**src/rtl/eth_pkt_builder.sv**
```systemverilog
// Ethernet payload builder: forwards user bytes into the transmitter's payload FIFO,
// zero-pads short payloads, truncates long ones, then hands the frame off and waits for Tx_Done.
module eth_pkt_builder #(
  parameter int pMIN_LEN = 46,
  parameter int pMAX_LEN = 1500
) (
  input  logic        Clk,
  input  logic        Rst,
  input  logic [7:0]  User_Data,
  input  logic        User_Valid,
  input  logic        User_Last,
  output logic        User_Ready,
  input  logic        Tx_Done,
  output logic [7:0]  Eth_Byte,
  output logic        Eth_Byte_Valid,
  output logic        Eth_Pkt_Rdy,
  output logic [10:0] Pkt_Len,
  output logic        Trunc_Err
);

  localparam logic [10:0] MIN_C = 11'(pMIN_LEN);
  localparam logic [10:0] MAX_C = 11'(pMAX_LEN);

  typedef enum logic [2:0] {
    S_COLLECT,
    S_DROP,
    S_PAD,
    S_NOTIFY,
    S_WAIT_DONE
  } state_t;

  state_t      state_q;
  logic [10:0] cnt_q;
  logic [10:0] cnt_d;
  logic        en_q;
  logic [7:0]  byte_q;
  logic        vld_q;
  logic        rdy_q;
  logic [10:0] len_q;
  logic        trunc_q;
  logic        xfer;

  // en_q holds User_Ready low until the first clock edge after reset releases.
  assign User_Ready = en_q && ((state_q == S_COLLECT) || (state_q == S_DROP));
  assign xfer       = User_Valid && User_Ready;
  assign cnt_d      = cnt_q + 11'd1;

  assign Eth_Byte       = byte_q;
  assign Eth_Byte_Valid = vld_q;
  assign Eth_Pkt_Rdy    = rdy_q;
  assign Pkt_Len        = len_q;
  assign Trunc_Err      = trunc_q;

  always_ff @(posedge Clk or posedge Rst) begin
    if (Rst) begin
      state_q <= S_COLLECT;
      cnt_q   <= '0;
      en_q    <= 1'b0;
      byte_q  <= '0;
      vld_q   <= 1'b0;
      rdy_q   <= 1'b0;
      len_q   <= '0;
      trunc_q <= 1'b0;
    end else begin
      en_q    <= 1'b1;
      vld_q   <= 1'b0;
      rdy_q   <= 1'b0;
      trunc_q <= 1'b0;
      case (state_q)
        S_COLLECT: begin
          if (xfer) begin
            byte_q <= User_Data;
            vld_q  <= 1'b1;
            cnt_q  <= cnt_d;
            // A final byte takes priority over the length cap, so exactly pMAX_LEN is not a truncation.
            if (User_Last) begin
              state_q <= (cnt_d < MIN_C) ? S_PAD : S_NOTIFY;
            end else if (cnt_d == MAX_C) begin
              state_q <= S_DROP;
            end
          end
        end
        S_DROP: begin
          if (xfer && User_Last) begin
            trunc_q <= 1'b1;
            state_q <= S_NOTIFY;
          end
        end
        S_PAD: begin
          byte_q <= 8'h00;
          vld_q  <= 1'b1;
          cnt_q  <= cnt_d;
          if (cnt_d == MIN_C) begin
            state_q <= S_NOTIFY;
          end
        end
        S_NOTIFY: begin
          rdy_q   <= 1'b1;
          len_q   <= cnt_q;
          cnt_q   <= '0;
          state_q <= S_WAIT_DONE;
        end
        S_WAIT_DONE: begin
          if (Tx_Done) begin
            state_q <= S_COLLECT;
          end
        end
        default: state_q <= S_COLLECT;
      endcase
    end
  end

endmodule

```
**config.mk**
```make
export PLATFORM = sky130hd
export DESIGN_NAME = eth_pkt_builder
export DESIGN_NICKNAME = d
export VERILOG_FILES = /design/src/rtl/eth_pkt_builder.sv
export SDC_FILE = /design/constraint.sdc
export NUM_CORES = 1
export LEC_CHECK = 0
export ABC_AREA = 1
export BUFFER_PORTS_ARGS = -buffer_cell sky130_fd_sc_hd__buf_2
export CAP_MARGIN = 0
export CORE_ASPECT_RATIO = 0.5
export CORE_MARGIN = 5
export CORE_UTILIZATION = 57
export CTS_CLUSTER_DIAMETER = 60
export DETAILED_ROUTE_END_ITERATION = 10
export PLACE_DENSITY = 0.92
export SYNTH_ARGS = -nofsm -noshare
export SYNTH_HDL_FRONTEND = slang
export SYNTH_SLANG_ARGS = --single-unit
export TNS_END_PERCENT = 1
```
**constraint.sdc**
```tcl
create_clock -name Clk -period 2.5 [get_ports Clk]
set_input_delay 0.125 -clock Clk [delete_from_list [all_inputs] [get_ports Clk]]
set_output_delay 0.125 -clock Clk [all_outputs]
set_load 0.01 [all_outputs]
```
==> run_results.csv <==
group,metric,value,unit
floorplan,core,0.003048,mm²
cells_and_area,final_nets,277,
power_and_ir_drop,pwr-share-seq,38.5,%
detailed_routing,wl_per_cell,14.42,µm
floorplan,start_util,60.34,%
clock_tree,cts_tree,"built",
logic_synthesis,synth.avg_cell_area,8.285,µm²
logic_synthesis,yosys_warnings,0,
placement,place.gp.congestion,0.9482,
power_and_ir_drop,power_density,1290,mW/mm²
clock_tree,cts_setup_buffers,0,
detailed_routing,firstDrtPassIters,5,
placement,placed_area,0.002048,mm²
clock_tree,cts_buffers,5,
placement,place_inst,294,
detailed_routing,via_per_inst,5.637,
worst_setup_path,start_kind,"register",
logic_synthesis,seq_area_frac_synth,50.34,%
run_status,status,"complete, no violations",
power_and_ir_drop,switching_share,45.49,%
cells_and_area,num_antenna_cells,0,
placement,portBuffers,35,
power_and_ir_drop,peakVddDrop,0.0006961,V
timing,worst_slack,581.7,ps
worst_setup_path,cp_data_required_time,2690,ps
clock_tree,htree_levels,2,
clock_tree,worstSkewPairLatency,290,ps
flow_run,max_cap_viol_count,0,
timing,fin_crit_sh,76.73,%
timing,hold_viol,0,
timing,setup_viol,0,
logic_synthesis,synth-seq-cells,37,
worst_setup_path,cp.arrival,2110,ps
cells_and_area,fin_cells,303,
hold_path,hp-start,"User_Data[1]",
detailed_routing,drcViolationCount,0,
timing,layout_min_cycle_time,1918,ps
hold_path,hold_class,"in2reg",
cells_and_area,drive_gt1_share,23.57,%
floorplan,fp.dieH,50.17,µm
worst_setup_path,worst_r2r_path_depth,12,
worst_setup_path,cp-end-kind,"register",
worst_setup_path,r2r_start,"cnt_q[0]",
hold_path,min_path_cells,2,
cells_and_area,seq_area,925.9,µm²
clock_tree,clock_path_buffers,2,
cells_and_area,final_cell_mix,"63 x nand2_1, 37 x dfrtp_1, 35 x buf_2",
logic_synthesis,synthDistinctLibCells,26,
cells_and_area,fillers,224,
floorplan,rows,14,
worst_setup_path,rrSetupSlack,580,ps
floorplan,dieWidth,90.34,µm
power_and_ir_drop,share_comb_of_total_power,45.5,%
timing,slew_headroom,61.94,%
power_and_ir_drop,clockPowerShare,16.0,%
floorplan,ios,36,
detailed_routing,ant_nets,0,
power_and_ir_drop,p_switching,1.264,mW
logic_synthesis,syn_nets,237,
global_routing,grt_use_total,20.14,%
detailed_routing,drt_iter0_drc,191,
global_routing,antenna_found_initial,0,
power_and_ir_drop,internal_power,1.515,mW
global_routing,overflow,0,
cells_and_area,design_area,0.002155,mm²
logic_synthesis,synth_area,0.001839,mm²
worst_setup_path,cp_max_fo,8,
cells_and_area,multi_input_area,784.5,µm²
timing,setup_tns,0,ps
cells_and_area,mostFrequentLayoutCell,"nand2_1",
global_routing,grt_max_degree,38,
timing,final.setup_skew,4.445,ps
detailed_routing,via_count,1708,
floorplan,dieArea,0.004532,mm²
logic_synthesis,synthCells,222,
timing,grt_setup_unrepaired,"false",
cells_and_area,area_growth,17.14,%
clock_tree,cts-root-buf,"clkbuf_8",
worst_setup_path,crit_type,"reg2reg",
placement,place_ws,670.2,ps
global_routing,grt_pass1_wl,7.334,mm
worst_setup_path,r2r-end,"state_q[0]",
global_routing,grt_pass1_vias,1562,
power_and_ir_drop,p_leak,1.145,nW
detailed_routing,routed_wl,4.368,mm
timing,drv_slew,0,
timing,worst_pin_slew,570.2,ps
placement,dp_hpwl,3.115,mm
clock_tree,clk_pin_slew,80,ps
hold_path,min_to,"Eth_Byte[1]",
timing,fmax,521.3,MHz
clock_tree,clkSinkCount,37,
-- stage by stage --
| step | hold WS (ps) | power [mW] | util (%) |
|---|---|---|---|
| after CTS | 53.59 | 2.762 | 70.69 |
| after floorplan | 271.0 | 1.918 | - |
| final | 60.12 | 2.779 | 70.69 |
| after detailed placement | 254.5 | 2.301 | 67.20 |
| after global placement | 242.7 | 2.245 | 67.20 |
| after global routing | 57.87 | 2.967 | 70.69 |
-- layout make-up --
| cell class | instances | share of cell area [%] |
|---|---|---|
| clock buffer | 6 | 3.833 |
| clock inverter | 2 | 0.6388 |
| inverter | 28 | 4.878 |
| multi-input combinational | 153 | 36.41 |
| sequential | 37 | 42.97 |
| tap | 40 | 2.323 |
| timing repair buffer | 37 | 8.943 |
-- cell families after synthesis --
family / share of synthesized area, %
adder cells (fa/ha/maj): 1.360
buffers and inverters: 7.007
AO/OA/AOI/OAI: 12.79
flip-flops: 50.34
AND/OR/NAND/NOR: 28.30
other: 0.2039
-- cells in the mapped netlist --
master / n / area [µm²]
clkbuf_1: 2 / 7.510
inv_1: 26 / 97.59
nor3_1: 2 / 10.01
inv_2: 2 / 7.510
a22o_1: 8 / 70.07
o21bai_1: 1 / 7.510
buf_6: 1 / 11.26
nand2_1: 63 / 236.5
dfrtp_1: 37 / 925.9
a21o_1: 1 / 7.510
nor2_2: 3 / 18.77
a21oi_2: 1 / 8.760
nand4_1: 3 / 18.77
nor2_4: 3 / 33.78
conb_1: 1 / 3.750
o21ai_1: 1 / 5.000
o21ai_0: 12 / 60.06
nand2_2: 5 / 31.28
a21oi_1: 4 / 20.02
ha_1: 2 / 25.02
nor3_2: 1 / 10.01
o22ai_1: 9 / 56.30
buf_2: 1 / 5.000
nand3_2: 3 / 30.03
nor2_1: 15 / 56.30
nand3_1: 15 / 75.07
-- layer usage --
metal | wire [µm] | GRT usage, %
met1 | 1883 | 26.79
met2 | 1989 | 32.52
met3 | 414 | 5.075
met4 | 81 | 7.426
met5 | 0 | 0
-- repair_timing --
item / in CTS / in global routing
hold endpoints to repair: 37 / 0
resized for setup: 0 / 0
hold buffers: 1 / 0
-- power by group through the flow --
stage	Sequential, mW	Clock (mW)	Combinational (mW)
after floorplan	1.10	0	0.815
after global placement	1.05	0	1.19
after detailed placement	1.07	0	1.23
after CTS	1.06	0.448	1.25
after global routing	1.10	0.470	1.39
final	1.07	0.444	1.26
-- worst max path at each step --
stage	start	to	slack, ps	cells past startpoint
after detailed placement	cnt_q[0]	state_q[0]	670	12
after global placement	cnt_q[0]	state_q[0]	660	12
final	cnt_q[0]	state_q[0]	580	12
after global routing	cnt_q[0]	state_q[0]	430	12
after CTS	cnt_q[0]	state_q[0]	650	12
after floorplan	cnt_q[0]	state_q[0]	890	12
-- registers in the layout (all words and copies together) (netlist names) --
name            count
cnt_q              11
Eth_Pkt_Rdy         1
Pkt_Len            11
Trunc_Err           1
Eth_Byte            8
en_q                1
state_q             3
Eth_Byte_Valid      1
-- worst max-delay path: stages (launching register included) --
cell and delay (ps):
dfrtp_1 500, ha_1 290, nand2_2 130, nor2_4 170
nand3_1 80, nand2_1 110, nand2_1 60, nor2_1 160
nand2_1 90, nand2_1 60, nand2_1 50, nand3_1 70
nand2_1 50
Power figures use the tool's default switching activity.
